<file path="src/rtl/pipe_stall_ctrl.sv">
// Hazard/stall controller for the 5-stage pipeline: drives F/D/E/M/W enables and clears,
// and sequences the iterative divider. Optional stall counter enabled by PIPE_STALL_CNT_EN.
module pipe_stall_ctrl #(
  parameter int DIV_CYCLES = 32,
  parameter int CNT_W      = 6
) (
  input  logic       clk,
  input  logic       rst,
  input  logic [4:0] id_rs,
  input  logic [4:0] id_rt,
  input  logic [4:0] ex_rt,
  input  logic       ex_mem_read,
  input  logic       id_flush,
  input  logic       ex_div_start,
  input  logic       mem_req,
  input  logic       mem_ack,
  input  logic       exc_valid,
  output logic       en_f,
  output logic       en_d,
  output logic       en_e,
  output logic       en_m,
  output logic       en_w,
  output logic       clr_d,
  output logic       clr_e,
  output logic       clr_m,
  output logic       clr_w,
  output logic       div_busy,
  output logic       div_done
`ifdef PIPE_STALL_CNT_EN
  ,
  output logic [31:0] stall_cycles
`endif
);

  typedef enum logic [1:0] {
    D_IDLE = 2'd0,
    D_BUSY = 2'd1,
    D_DONE = 2'd2
  } div_state_t;

  div_state_t       state, state_nx;
  logic [CNT_W-1:0] cnt, cnt_nx;

  logic mem_stall;
  logic lu;
  logic div_stall;

  assign mem_stall = mem_req & ~mem_ack;
  assign lu        = ex_mem_read & (ex_rt != 5'd0) & ((ex_rt == id_rs) | (ex_rt == id_rt));
  assign div_stall = ((state == D_IDLE) & ex_div_start & ~mem_stall) | (state == D_BUSY);

  always_ff @(posedge clk or posedge rst) begin
    if (rst) begin
      state <= D_IDLE;
      cnt   <= '0;
    end else begin
      state <= state_nx;
      cnt   <= cnt_nx;
    end
  end

  always_comb begin
    state_nx = state;
    cnt_nx   = cnt;
    if (exc_valid) begin
      state_nx = D_IDLE;
      cnt_nx   = '0;
    end else begin
      case (state)
        D_IDLE: begin
          if (ex_div_start && !mem_stall) begin
            state_nx = D_BUSY;
            cnt_nx   = CNT_W'(DIV_CYCLES - 1);
          end
        end
        D_BUSY: begin
          // Counting is independent of memory stalls.
          cnt_nx = cnt - 1'b1;
          if (cnt == CNT_W'(1)) state_nx = D_DONE;
        end
        D_DONE: begin
          if (!mem_stall) state_nx = D_IDLE;
        end
        default: begin
          state_nx = D_IDLE;
          cnt_nx   = '0;
        end
      endcase
    end
  end

  always_comb begin
    en_f     = 1'b1;
    en_d     = 1'b1;
    en_e     = 1'b1;
    en_m     = 1'b1;
    en_w     = 1'b1;
    clr_d    = 1'b0;
    clr_e    = 1'b0;
    clr_m    = 1'b0;
    clr_w    = 1'b0;
    div_busy = (state == D_BUSY);
    div_done = (state == D_DONE);
    // Reset forces idle outputs even while a divide request is still presented.
    if (rst) begin
      div_busy = 1'b0;
      div_done = 1'b0;
    end else if (exc_valid) begin
      clr_d = 1'b1;
      clr_e = 1'b1;
      clr_m = 1'b1;
      clr_w = 1'b1;
    end else if (mem_stall) begin
      en_f  = 1'b0;
      en_d  = 1'b0;
      en_e  = 1'b0;
      en_m  = 1'b0;
      clr_w = 1'b1;
    end else if (div_stall) begin
      en_f  = 1'b0;
      en_d  = 1'b0;
      en_e  = 1'b0;
      clr_m = 1'b1;
    end else if (lu) begin
      en_f  = 1'b0;
      en_d  = 1'b0;
      clr_e = 1'b1;
    end else if (id_flush) begin
      clr_d = 1'b1;
    end
  end

`ifdef PIPE_STALL_CNT_EN
  always_ff @(posedge clk or posedge rst) begin
    if (rst)        stall_cycles <= '0;
    else if (!en_f) stall_cycles <= stall_cycles + 32'd1;
  end
`endif

endmodule

</file>
<file path="config.mk">
export PLATFORM = sky130hd
export DESIGN_NAME = pipe_stall_ctrl
export DESIGN_NICKNAME = d
export VERILOG_FILES = /design/src/rtl/pipe_stall_ctrl.sv
export SDC_FILE = /design/constraint.sdc
export NUM_CORES = 1
export LEC_CHECK = 0
export ABC_CLOCK_PERIOD_IN_PS = 2100
export BUFFER_PORTS_ARGS = -buffer_cell sky130_fd_sc_hd__buf_2
export CORE_UTILIZATION = 40
export DETAILED_ROUTE_END_ITERATION = 6
export GPL_TIMING_DRIVEN = 0
export MAX_ROUTING_LAYER = met4
export PLACE_DENSITY = 0.75
export SLEW_MARGIN = 25
export SYNTH_ARGS = -nofsm -noshare
export SYNTH_HDL_FRONTEND = slang
export SYNTH_SLANG_ARGS = --single-unit
</file>
<file path="constraint.sdc">
create_clock -name clk -period 2.1 [get_ports clk]
set_clock_uncertainty 0.15 [all_clocks]
set_input_delay 0.42 -clock clk [delete_from_list [all_inputs] [get_ports clk]]
set_output_delay 0.42 -clock clk [all_outputs]
set_load 0.05 [all_outputs]
</file>
==> impl_metrics.prom <==
# TYPE chip_impl_metric gauge
chip_impl_metric{name="fillerInstances",unit=""} 155
chip_impl_metric{name="globalRouteOverflowTotal",unit=""} 0
chip_impl_metric{name="finalNetCount",unit=""} 158
chip_impl_info{name="most_area_hungry_cell_type_in_the_yosys_netlist",value="sky130_fd_sc_hd__dfrtp_1"} 1
chip_impl_metric{name="synth_sequential_area_ratio",unit="%"} 27.40
chip_impl_metric{name="grt_pass1_wl",unit="um"} 2946
chip_impl_metric{name="worst_setup_hold_path_clk_slew",unit="ns"} 0.05
chip_impl_metric{name="ctsHtreeMaxLevel",unit=""} 1
chip_impl_metric{name="via_count_of_the_first_global_routing_pass",unit=""} 677
chip_impl_metric{name="vias_per_cell",unit=""} 5.308
chip_impl_metric{name="skew_pair_late_insertion_delay",unit="ns"} 0.26
chip_impl_metric{name="syn_to_final_growth",unit="%"} 50.34
chip_impl_metric{name="final_layout_size_suffix_gt1_share",unit="%"} 42.75
chip_impl_metric{name="place.detailed.instances",unit=""} 148
chip_impl_metric{name="drtAntennaViolNets",unit=""} 0
chip_impl_metric{name="cts_buffers",unit=""} 3
chip_impl_metric{name="cap_violations",unit=""} 0
chip_impl_metric{name="chipWidth",unit="um"} 44.74
chip_impl_metric{name="period_needed",unit="ns"} 2.304
chip_impl_metric{name="post_synth_instance_area",unit="um2"} 730.7
chip_impl_metric{name="synthSimpleGateAreaFrac",unit="%"} 25.68
chip_impl_info{name="synth_area_leaders",value="sky130_fd_sc_hd__dfrtp_1 (27%), sky130_fd_sc_hd__xnor2_1 (13%), sky130_fd_sc_hd__nand2_1 (5.1%), sky130_fd_sc_hd__nor3_1 (4.1%), sky130_fd_sc_hd__ha_1 (3.4%)"} 1
chip_impl_metric{name="n_antenna_cell",unit=""} 0
chip_impl_metric{name="grt_use_total",unit="%"} 21.36
chip_impl_info{name="tritoncts",value="built"} 1
chip_impl_info{name="combinational_family_with_the_most_area_after_synthesis",value="simple AND/OR/NAND/NOR gates"} 1
chip_impl_metric{name="syn-num-nets",unit=""} 117
chip_impl_metric{name="detail_route.wl_per_cell",unit="um"} 12.93
chip_impl_metric{name="dpl.hpwl",unit="um"} 1385
chip_impl_metric{name="sequential_power_share",unit="%"} 33.9
chip_impl_info{name="result_of_the_run",value="complete, but fails checks"} 1
chip_impl_metric{name="data_arrival_at_the_endpoint_of_the_critical_path",unit="ns"} 1.73
chip_impl_metric{name="placeableCoreArea",unit="um2"} 1727
chip_impl_metric{name="die_height",unit="um"} 44.74
chip_impl_metric{name="synth-compound-area-share",unit="%"} 23.63
chip_impl_metric{name="start_util",unit="%"} 42.32
chip_impl_metric{name="synth-adder-area-share",unit="%"} 3.425
chip_impl_metric{name="power_density",unit="nW/um2"} 516.5
chip_impl_metric{name="cts-root-to-sink-buffers",unit=""} 2
chip_impl_metric{name="internal_power",unit="uW"} 348.2
chip_impl_metric{name="drt_first_pass_iters",unit=""} 4
chip_impl_info{name="layout.cells.most_common_list",value="sky130_fd_sc_hd__buf_2 (24), sky130_fd_sc_hd__xnor2_1 (11), sky130_fd_sc_hd__nand2_1 (10)"} 1
chip_impl_metric{name="setup_viol",unit=""} 4
chip_impl_info{name="critical_setup_path_kind",value="primary input to output port"} 1
chip_impl_info{name="failed_checks",value="negative setup slack"} 1
chip_impl_metric{name="net-switching-power",unit="uW"} 219.3
chip_impl_metric{name="power.share.clock",unit="%"} 21.0
chip_impl_metric{name="vias",unit=""} 828
chip_impl_metric{name="max_slew.worst_pin.slew",unit="ns"} 0.5493
chip_impl_metric{name="netlist.area_leader.share",unit="%"} 27.40
chip_impl_metric{name="first_iter_violations",unit=""} 8
chip_impl_metric{name="num_io_pins",unit=""} 34
chip_impl_metric{name="setup_ws",unit="ns"} -0.2036
chip_impl_metric{name="ys_seq_elements",unit=""} 8
chip_impl_info{name="crit_end_category",value="output port"} 1
chip_impl_metric{name="std_cell_rows",unit=""} 15
chip_impl_metric{name="crit_fanout",unit=""} 3
chip_impl_metric{name="maximum_number_of_pins_on_one_net_before_global_route_repair",unit=""} 11
chip_impl_info{name="min-delay-path-class",value="primary input to asynchronous set/reset pin"} 1
chip_impl_metric{name="postCtsHoldBufs",unit=""} 0
chip_impl_metric{name="netlist-cell-type-count",unit=""} 34
chip_impl_metric{name="pre_cts_ws",unit="ns"} -0.3455
chip_impl_metric{name="power.leakage",unit="uW"} 0.0004893
chip_impl_metric{name="die_area",unit="um2"} 2002
chip_impl_metric{name="required",unit="ns"} 1.53
chip_impl_metric{name="clock.fmax",unit="GHz"} 0.4341
chip_impl_metric{name="drt_wl_total",unit="um"} 2017
chip_impl_metric{name="report.final.hold_viol_count",unit=""} 0
chip_impl_metric{name="io_buffer_count",unit=""} 31
chip_impl_metric{name="timing.reg2reg.worst_path_depth",unit=""} 5
chip_impl_metric{name="clk_sink_count",unit=""} 8
chip_impl_metric{name="power_frac_comb",unit="%"} 45.2
chip_impl_info{name="timing.critical_path.from_type",value="primary input"} 1
chip_impl_metric{name="design_power_total",unit="uW"} 567.4
chip_impl_metric{name="regToRegSetupSlack",unit="ns"} 0.33
chip_impl_metric{name="instances_no_fill",unit=""} 156
chip_impl_metric{name="route.detailed.drc",unit=""} 0
chip_impl_metric{name="power.ir.vdd_worst",unit="uV"} 330.3
chip_impl_info{name="layout.cells.most_common",value="sky130_fd_sc_hd__buf_2"} 1
chip_impl_metric{name="fin_crit_sh",unit="%"} 109.7
chip_impl_metric{name="post_synth_mux_area_share",unit="%"} 0
chip_impl_metric{name="synth_area_per_cell",unit="um2"} 7.942
chip_impl_metric{name="yosys_warnings",unit=""} 0
chip_impl_metric{name="maxSlewHeadroom",unit="%"} 63.38
chip_impl_metric{name="antenna_found_initial",unit=""} 0
chip_impl_metric{name="finalMaxSlewViolations",unit=""} 0
chip_impl_metric{name="sw_frac_of_total",unit="%"} 38.64
chip_impl_info{name="grt_setup_unrepaired",value="true"} 1
chip_impl_metric{name="post_synth_inst_count",unit=""} 92
chip_impl_metric{name="yosys.area_share.xor_xnor",unit="%"} 13.18
chip_impl_metric{name="gpl_congestion",unit=""} 0.9105
chip_impl_info{name="cts-root-buf",value="sky130_fd_sc_hd__clkbuf_4"} 1
[per-stage QoR]
step | instance area (um2) | TNS, ns | utilization (%) | hold WS (ns)
4_1_cts | 1062 | -0.7029 | 61.52 | 0.1798
5_1_grt | 1099 | -0.9018 | 63.62 | 0.2841
3_3_place_gp | 958.4 | -1.099 | 55.51 | 0.3930
2_1_floorplan | 772.0 | -0.3009 | - | 0.3321
3_5_place_dp | 958.4 | -1.128 | 55.51 | 0.4028
6_report | 1099 | -0.6879 | 63.62 | 0.2582
[final timing paths]
check	endpoint	startpoint
setup / recovery	en_f	ex_rt[2]
hold / removal	cnt[2]	rst
setup reg to reg	cnt[4]	state[1]
hold reg to reg	cnt[4]	cnt[4]
max in group asynchronous	state[1]	rst
min in group clk	cnt[4]	cnt[4]
[what timing repair did]
action / in CTS / in global routing
resized for setup: 19 / 3
gates cloned: 0 / 0
pin swaps: 6 / 4
setup buffers: 2 / 3
endpoints found under the setup margin: 6 / 5
[flip-flops by register name, indices dropped and copies added (netlist names)]
register	flops
cnt	6
state	2
[cell usage after synthesis]
master and n:
sky130_fd_sc_hd__o21ba_2 1, sky130_fd_sc_hd__a21o_1 1, sky130_fd_sc_hd__nor3_1 6, sky130_fd_sc_hd__nor2b_1 2, sky130_fd_sc_hd__nand2b_1 2, sky130_fd_sc_hd__or4_4 1
sky130_fd_sc_hd__o41ai_1 2, sky130_fd_sc_hd__o22ai_1 1, sky130_fd_sc_hd__a22o_1 2, sky130_fd_sc_hd__or3_1 2, sky130_fd_sc_hd__conb_1 1, sky130_fd_sc_hd__nor2_2 1
sky130_fd_sc_hd__a311o_1 1, sky130_fd_sc_hd__ha_1 2, sky130_fd_sc_hd__o21ai_1 1, sky130_fd_sc_hd__clkbuf_1 3, sky130_fd_sc_hd__or4_1 1, sky130_fd_sc_hd__a41oi_1 1
sky130_fd_sc_hd__nor2_1 6, sky130_fd_sc_hd__a31oi_1 1, sky130_fd_sc_hd__inv_1 5, sky130_fd_sc_hd__a211oi_1 3, sky130_fd_sc_hd__and3_1 1, sky130_fd_sc_hd__xnor2_1 11
sky130_fd_sc_hd__o21ai_0 3, sky130_fd_sc_hd__buf_4 2, sky130_fd_sc_hd__a21oi_1 3, sky130_fd_sc_hd__o32ai_2 1, sky130_fd_sc_hd__nand3_1 3, sky130_fd_sc_hd__a21boi_0 2
sky130_fd_sc_hd__nor3b_1 1, sky130_fd_sc_hd__nor4_1 1, sky130_fd_sc_hd__nand2_1 10, sky130_fd_sc_hd__dfrtp_1 8
[cell type report]
cell class | count | area [um2] | share of cell area [%]
plain buffers | 5 | 31.28 | 2.847
flip-flops and latches | 8 | 201.4 | 18.34
well taps | 25 | 31.28 | 2.847
repair buffers | 36 | 240.2 | 21.87
multi-input cells | 74 | 549.3 | 50.00
inverters | 5 | 22.52 | 2.050
clock buffers | 3 | 22.52 | 2.050
[cell families after synthesis]
| group | Yosys count |
|---|---|
| simple gates | 37 |
| compound gates | 23 |
| xor+xnor | 11 |
| buf+inv | 10 |
| flops | 8 |
| fa+ha+maj | 2 |
| other cells | 1 |
[worst max-delay path, cell delays in order]
cell                       delay [ns]
sky130_fd_sc_hd__buf_8           0.09
sky130_fd_sc_hd__or4_4           0.54
sky130_fd_sc_hd__o21ai_4         0.22
sky130_fd_sc_hd__nor3_4          0.06
sky130_fd_sc_hd__a21boi_4        0.16
sky130_fd_sc_hd__buf_6           0.11
sky130_fd_sc_hd__buf_8           0.13
[power by group through the flow]
stage / logic, uW / clock network [uW] / registers [uW]
floorplan: 168 / 0 / 188
global placement: 220 / 0 / 193
detailed placement: 225 / 0 / 194
CTS: 246 / 124 / 191
global route: 278 / 132 / 195
finish: 256 / 119 / 192
[per-layer routing]
layer  up-vias  global-route usage [%]  wire (um)
met4         0                   7.273         22
met1       383                   25.77        849
met3         5                   5.200        112
met2        28                   35.00       1032
li1        412                       -          -
met5         -                       -          0
No activity file was read; power rests on OpenSTA's default activity.
